## config.mk

```make
export PLATFORM = sky130hd
export DESIGN_NAME = load_store_unit
export DESIGN_NICKNAME = d
export VERILOG_FILES = /design/src/rtl/load_store_unit_pkg.sv /design/src/rtl/lsu_fifo.sv /design/src/rtl/load_store_unit.sv
export SDC_FILE = /design/constraint.sdc
export NUM_CORES = 1
export LEC_CHECK = 0
export CORE_UTILIZATION = 50
export DETAILED_ROUTE_END_ITERATION = 8
export GPL_TIMING_DRIVEN = 0
export PLACE_DENSITY = 0.83
export SKIP_CTS_REPAIR_TIMING = 1
export SLEW_MARGIN = 20
export SYNTH_ARGS = -nofsm -noshare
export SYNTH_HDL_FRONTEND = slang
export SYNTH_SLANG_ARGS = --single-unit
```

## constraint.sdc

```tcl
create_clock -name clock -period 2.5 [get_ports clock]
set_input_delay 0.75 -clock clock [delete_from_list [all_inputs] [get_ports clock]]
set_output_delay 0.75 -clock clock [all_outputs]
set_load 0.05 [all_outputs]
```

## src/rtl/load_store_unit_pkg.sv

```systemverilog
// Shared types and encodings for the load/store unit: op codes, field widths,
// queue entry layout and FSM state encoding.
package load_store_unit_pkg;

  localparam int TAG_W  = 3;
  localparam int DATA_W = 16;
  localparam int ADDR_W = 4;

  localparam logic OP_LOAD  = 1'b0;
  localparam logic OP_STORE = 1'b1;

  typedef enum logic [1:0] {
    ST_IDLE      = 2'd0,
    ST_ACCESS    = 2'd1,
    ST_BROADCAST = 2'd2
  } lsu_state_t;

  typedef struct packed {
    logic              op;
    logic [TAG_W-1:0]  tag;
    logic [ADDR_W-1:0] addr;
    logic [DATA_W-1:0] data;
  } lsu_entry_t;

endpackage

```

## src/rtl/lsu_fifo.sv

```systemverilog
// In-order operation queue for the load/store unit; the head entry is visible
// combinationally and stays put until it is popped.
module lsu_fifo
  import load_store_unit_pkg::*;
#(
  parameter int QDEPTH = 4
) (
  input  logic       clock,
  input  logic       resetn,
  input  logic       push,
  input  lsu_entry_t push_entry,
  input  logic       pop,
  output lsu_entry_t head,
  output logic       full,
  output logic       empty
);

  localparam int PTR_W = $clog2(QDEPTH);
  localparam logic [PTR_W:0] FULL_CNT = QDEPTH[PTR_W:0];

  logic [PTR_W-1:0] wr_ptr;
  logic [PTR_W-1:0] rd_ptr;
  logic [PTR_W:0]   count;
  lsu_entry_t       slots [QDEPTH];
  logic             do_push;
  logic             do_pop;

  assign full    = (count == FULL_CNT);
  assign empty   = (count == '0);
  assign do_push = push && !full;
  assign do_pop  = pop && !empty;
  assign head    = slots[rd_ptr];

  always_ff @(posedge clock or negedge resetn) begin
    if (!resetn) begin
      wr_ptr <= '0;
      rd_ptr <= '0;
      count  <= '0;
    end else begin
      if (do_push) wr_ptr <= wr_ptr + 1'b1;
      if (do_pop)  rd_ptr <= rd_ptr + 1'b1;
      case ({do_push, do_pop})
        2'b10:   count <= count + 1'b1;
        2'b01:   count <= count - 1'b1;
        default: count <= count;
      endcase
    end
  end

  // Payload storage carries no reset; validity is tracked by count alone.
  always_ff @(posedge clock) begin
    if (do_push) slots[wr_ptr] <= push_entry;
  end

endmodule

```

## src/rtl/load_store_unit.sv

```systemverilog
// Load/store unit: queues issued memory ops in order, performs one single-cycle
// memory access at a time and broadcasts load results on the CDB.
module load_store_unit
  import load_store_unit_pkg::*;
#(
  parameter int QDEPTH = 4
) (
  input  logic              clock,
  input  logic              resetn,
  input  logic              issue_valid,
  output logic              issue_ready,
  input  logic              issue_op,
  input  logic [TAG_W-1:0]  issue_tag,
  input  logic [DATA_W-1:0] issue_base,
  input  logic [ADDR_W-1:0] issue_offset,
  input  logic [DATA_W-1:0] issue_data,
  output logic [ADDR_W-1:0] mem_addr,
  output logic              mem_write,
  output logic [DATA_W-1:0] mem_datain,
  input  logic [DATA_W-1:0] mem_dataout,
  output logic              cdb_valid,
  output logic [TAG_W-1:0]  cdb_tag,
  output logic [DATA_W-1:0] cdb_data,
  input  logic              cdb_grant
);

  lsu_state_t        state;
  lsu_state_t        next_state;
  lsu_entry_t        push_entry;
  lsu_entry_t        head;
  logic              fifo_full;
  logic              fifo_empty;
  logic              push;
  logic              pop;
  logic              launch;
  logic              capture;
  logic [ADDR_W-1:0] issue_addr;

  // Effective address wraps modulo the 16-word data memory.
  assign issue_addr  = issue_base[ADDR_W-1:0] + issue_offset;
  assign issue_ready = !fifo_full;
  assign push        = issue_valid && issue_ready;
  assign push_entry  = '{op: issue_op, tag: issue_tag, addr: issue_addr, data: issue_data};

  lsu_fifo #(.QDEPTH(QDEPTH)) u_fifo (
    .clock      (clock),
    .resetn     (resetn),
    .push       (push),
    .push_entry (push_entry),
    .pop        (pop),
    .head       (head),
    .full       (fifo_full),
    .empty      (fifo_empty)
  );

  always_ff @(posedge clock or negedge resetn) begin
    if (!resetn) state <= ST_IDLE;
    else         state <= next_state;
  end

  always_comb begin
    next_state = state;
    pop        = 1'b0;
    launch     = 1'b0;
    capture    = 1'b0;
    unique case (state)
      ST_IDLE: begin
        if (!fifo_empty) begin
          launch     = 1'b1;
          next_state = ST_ACCESS;
        end
      end
      ST_ACCESS: begin
        if (head.op == OP_STORE) begin
          pop        = 1'b1;
          next_state = ST_IDLE;
        end else begin
          capture    = 1'b1;
          next_state = ST_BROADCAST;
        end
      end
      ST_BROADCAST: begin
        if (cdb_grant) begin
          pop        = 1'b1;
          next_state = ST_IDLE;
        end
      end
      default: next_state = ST_IDLE;
    endcase
  end

  // Memory-side registers are loaded on entry to ACCESS; the strobe lives one cycle.
  always_ff @(posedge clock or negedge resetn) begin
    if (!resetn) begin
      mem_addr   <= '0;
      mem_datain <= '0;
      mem_write  <= 1'b0;
      cdb_valid  <= 1'b0;
      cdb_tag    <= '0;
      cdb_data   <= '0;
    end else begin
      if (launch) begin
        mem_addr   <= head.addr;
        mem_datain <= head.data;
        mem_write  <= (head.op == OP_STORE);
      end else begin
        mem_write  <= 1'b0;
      end
      if (capture) begin
        cdb_valid <= 1'b1;
        cdb_tag   <= head.tag;
        cdb_data  <= mem_dataout;
      end else if (state == ST_BROADCAST && cdb_grant) begin
        cdb_valid <= 1'b0;
        cdb_tag   <= '0;
        cdb_data  <= '0;
      end
    end
  end

endmodule

```

**After elaboration in Yosys (flattened, before gate mapping)**

Memory sizes are Yosys's and may differ from the RTL's.
Index checks and enable logic that the tools add are counted.

- Add/subtract/negate cells: 5
- Eq/ne operators: 7
- Multiplexer cells: 21
- Reductions and logical operators: 11

Operator list:

| operator | number |
|---|---|
| $mux 16 | 2 |
| $mux 1 | 11 |
| $mux 2 | 3 |
| $mux 3 | 2 |
| $pmux 2 s3 | 1 |
| $pmux 3 s2 | 1 |
| $add 2x1->2 const B | 2 |
| $add 4x4->4 | 1 |
| $eq 2x1->1 const B | 2 |
| $eq 2x2->1 const B | 2 |
| $logic_and 1x1->1 | 4 |
| $ne 2x2->1 const B | 2 |
| $reduce_bool 2->1 | 2 |
| $add 3x1->3 const B | 1 |
| $eq 3x3->1 const B | 1 |
| $logic_not 3->1 | 1 |
| $sub 3x1->3 const B | 1 |
| $logic_not 1->1 | 2 |
| $logic_not 2->1 | 1 |
| $pmux 1 s2 | 1 |
| $reduce_and 2->1 | 1 |

- Register bits after elaboration: 50
- RAM bits: 96
- Word-level logic and storage cells: 55
- Memories: 1

Memory list:

| name | words | bits a word | rd ports | clocked after Yosys merged registers in | write ports | RTL line | RTL |
|---|---|---|---|---|---|---|---|
| u_fifo.slots | 4 | 24 | 1 | 0 | 1 | lsu_fifo.sv:24 | `lsu_entry_t slots [QDEPTH];` |

**Depth between registers and ports, before layout**

Gate-level depths: netlist (run 1).

- Depth in word-level cells: 6
- Depth in mapped cells: 10
- Depth with buffers taken out: 10

**Cells and area by module**

Synthesis (run 1) repeated with hierarchy kept, for this count alone.

- Cell total of the unflattened synthesis: 284
- Area total of the unflattened synthesis: 5,693.0 µm²

By module, submodules not included:

| module | times used | cells each | area an instance (µm²) |
|---|---|---|---|
| lsu_fifo | 1 | 164 | 3,891.2 |
| load_store_unit | 1 | 120 | 1,801.7 |

**Worst setup path after synthesis (run 1)**

OpenSTA, ideal clock, no wires.

- Path kind: register to register
- Start point: register u_fifo.count[0]
- End point: register u_fifo.count[2]
- Library setup time: 0.079 ns
- Arrival: 2.352 ns
- Data required time: 2.421 ns
- Path slack: 0.069 ns
- Cell stages (with the launch flop): 11
- Path buffers: 0
- Path through: dfrtp_1 > inv_1 > nand3_1 > and2_1 > inv_1 > ha_1 > inv_1 > fa_1 > xor2_1 > nor2_1 > xor2_1

- Word-level cells in the longest chain between the ends: 6

RTL lines:

| element | RTL line | RTL |
|---|---|---|
| from (decl) | lsu_fifo.sv:23 | `logic [PTR_W:0] count;` |
| from (signal assigned) | lsu_fifo.sv:43 | `2'b10: count <= count + 1'b1;` |
| from (signal assigned) | lsu_fifo.sv:44 | `2'b01: count <= count - 1'b1;` |
| from (signal assigned) | lsu_fifo.sv:45 | `default: count <= count;` |
| $eq 3x3->1 * | lsu_fifo.sv:28 | `assign full = (count == FULL_CNT);` |
| $logic_not 1->1 * | load_store_unit.sv:41 | `assign issue_ready = !fifo_full;` |
| named net issue_ready | load_store_unit.sv:11 | `output logic issue_ready,` |
| $logic_and 1x1->1 | load_store_unit.sv:42 | `assign push = issue_valid && issue_ready;` |
| $logic_and 1x1->1 * | lsu_fifo.sv:30 | `assign do_push = push && !full;` |
| $eq 2x1->1 / $eq 2x2->1 (equally long branches) | lsu_fifo.sv:42 | `case ({do_push, do_pop})` |
| $pmux 3 s2 / $reduce_bool 2->1 (equally long branches) | n/a |  |

The timed path passes the listed nets; every way through them passes the cells marked *.
A chain may end at the register's enable or synchronous reset.

**Worst setup path after layout (run 1)**

- Start point: register mem_addr[1]
- End point: output port mem_addr[1]

RTL lines:

| element | RTL line | RTL |
|---|---|---|
| from (decl) | load_store_unit.sv:17 | `output logic [ADDR_W-1:0] mem_addr,` |
| from (signal assigned) | load_store_unit.sv:103 | `mem_addr <= head.addr;` |

No word-level cell between the ends.

==> results of run 1 <==
[cells by family (layout without fill, tap and decap cells)]
logic type	Yosys count	after routing	share of synthesized area, %
XOR/XNOR	9	9	1.366
AND/OR/NAND/NOR	78	78	6.330
AO/OA/AOI/OAI	9	9	1.062
flip-flops	146	146	71.62
multiplexers	45	45	13.72
buffers and inverters	27	148	2.818
adder cells (fa/ha/maj)	13	13	3.078
[stage by stage]
stage | TNS, ps | util, % | setup WS (ps) | instance area (µm²)
after CTS | -228.8 | 66.65 | -228.8 | 7352
final | 0 | 66.71 | 104.5 | 7358
after detailed placement | -426.4 | 62.01 | -309.0 | 6840
after global routing | 0 | 66.71 | 18.95 | 7358
after global placement | -67100 | 61.99 | -889.6 | 6838
after floorplan | 0 | - | 68.59 | 5772
[layer usage]
layer,GRT usage (%),share of wire (%)
met1,22.92,40
met2,34.41,54
met3,5.335,4.8
met4,8.381,1.4
met5,0,0
[final timing paths]
check / start / depth (start not counted) / endpoint / slack (ps)
setup / recovery: mem_addr[1] / 1 / mem_addr[1] / 100
hold reg to reg: cdb_valid / 2 / cdb_valid / 480
min in group clock: cdb_valid / 2 / cdb_valid / 480
max in group asynchronous: resetn / 1 / cdb_tag[0] / 1660
setup reg to reg: u_fifo.rd_ptr[0] / 10 / u_fifo.count[2] / 170
hold / removal: resetn / 1 / mem_datain[11] / 350
[cells in the mapped netlist (3+ instances only)]
cell type and number:
a21oi_1 3, and3_1 4, buf_2 4, buf_6 7, dfrtp_1 50, edfxtp_1 96
ha_1 11, inv_1 13, mux2_2 21, mux4_1 4, mux4_2 20, nand2_1 46
nand3_1 18, xnor2_1 5, xor2_1 4
[flip-flops by register name (all words and copies together) (netlist names)]
register / count
mem_datain: 16
mem_addr: 4
state: 2
u_fifo.wr_ptr: 2
cdb_data: 16
mem_write: 1
u_fifo.rd_ptr: 2
cdb_tag: 3
u_fifo.count: 3
cdb_valid: 1
u_fifo.slots: 96
[layout make-up]
cell class	count	area (µm²)	share of cell area (%)
buffer	14	113.9	1.547
clock buffer	26	479.2	6.513
clock inverter	6	32.53	0.4421
inverter	13	48.80	0.6632
multi-input combinational	154	1484	20.17
sequential	146	4134	56.18
tap	140	175.2	2.381
timing repair buffer	89	890.9	12.11
[power by group through the flow]
stage          combinational (mW)  sequential (mW)  clock, mW
3_3_place_gp                 4.07             3.66          0
6_report                     4.19             3.66       2.19
5_1_grt                      4.46             3.72       2.31
2_1_floorplan                1.87             4.72          0
4_1_cts                      4.25             3.66       2.21
3_5_place_dp                 4.19             3.69          0
==> results.cfg, run 1 <==
[global_route]
antenna_found_initial = 0
grt_max_degree = 51
grt_overflow = 0
first_global_vias = 3285
grt_pass1_wl_mm = 16.60
track_usage_pct = 19.70

[layout]
final_common_cell = edfxtp_1
n_antenna_cell = 0
layout.nets = 508
n_fill_cell = 761
final_cell_mix = edfxtp_1 (96), clkdlybuf4s50_1 (87), dfrtp_1 (50)
drive_above_1_share_pct = 20.31
final_cells = 588
area.growth.synth_to_final_pct = 27.49

[critical_path]
cpLargestDelayFamily = buffers and inverters
crit_buf_inv = 1
end_kind = output port
cp.required_ps = 1750
cp-start-kind = flip-flop
cpPeakStageDelay_ps = 830
crit_chain = clkdlybuf4s50_1
cp_max_fo = 2
arrival_ps = 1650
crit_slowest_cell = clkdlybuf4s50_1
critical_path_class = flip-flop to output port

[cts]
insertion_delay_ps = 410
cts_root_buf = clkbuf_16
h-tree-depth = 4
cts_buffer_depth = 2
cts_sinks = 146
numCtsBuffers = 17
path_clk_slew_ps = 60
cts_tree = built

[floorplanning]
core_area_um2 = 11030
chipHeight_um = 109.4
num_rows = 38
initial_utilization_pct = 52.33
dieArea_um2 = 11980
die_w_um = 109.4
ioPinCount = 102

[placed_design]
routabilityCongestion = 0.6959
port_buffers = 89
dp_cells = 556
dp_hpwl_mm = 6.607

[timing]
rsz0062_at_grt = false
relSlewSlack_pct = 54.73
holdWs_ps = 352.0
slew_viol_final = 0
worst_pin_slew_ps = 679.0
final_hold_viol_count = 0
skew_ps = 6.231
finalCritPeriodShare_pct = 95.82
fmax_mhz = 417.4
period_needed_ps = 2396
setup_viol = 0

[synth]
yosysWarnings = 0
synthesis.nets = 400
synth_top_cell_by_area = edfxtp_1
syn_area_per_cell_um2 = 17.65
synth_edf_count = 96
dominantRegCellSynth = edfxtp_1
synthArstFlopShare_pct = 34.25
yosysSeqAreaShare_pct = 71.62
synth_top_area_share_pct = 49.95
syn_area_um2 = 5772
synth_cells = 327
ys_seq_elements = 146
ys_types = 32
synth_area_leaders = edfxtp_1 (50%), dfrtp_1 (22%), mux4_2 (7.8%), mux2_2 (4.1%), nand2_1 (3.0%)

[power]
p_total_mw = 10.04
comb_power_share_pct = 41.7
power_density_nw_per_um2 = 1365
ir_worst_vdd_v = 0.0008448
switchingPower_mw = 3.668
seqPwrFrac_pct = 36.5
power_switching_share_pct = 36.52
internal-power_mw = 6.375
leakage_nw = 2.836
clock_power_share_pct = 21.8

[status]
run_status = finished, final reports clean

[drt]
drt-total-wl_mm = 10.81
vias = 3146
wl_per_cell_um = 18.38
viasPerCell = 5.350
drc = 0
dr.pass1.iters = 4
first_iter_violations = 194
ant_nets = 0

[min_path]
hp-class = input pin to async pin

[flow_run]
max_cap_violations = 0
Note: power is estimated with default switching activity, not from simulation.
==> run 2: changes to the inputs <==
--- a/config.mk
+++ b/config.mk
@@ -6,6 +6,7 @@
 export NUM_CORES = 1
 export LEC_CHECK = 0
 export CORE_UTILIZATION = 50
+export CTS_CLUSTER_DIAMETER = 50
 export DETAILED_ROUTE_END_ITERATION = 8
 export GPL_TIMING_DRIVEN = 0
 export PLACE_DENSITY = 0.83
==> results of run 2 <==
Final layout, timing and power as in run 1 (identical DEF).
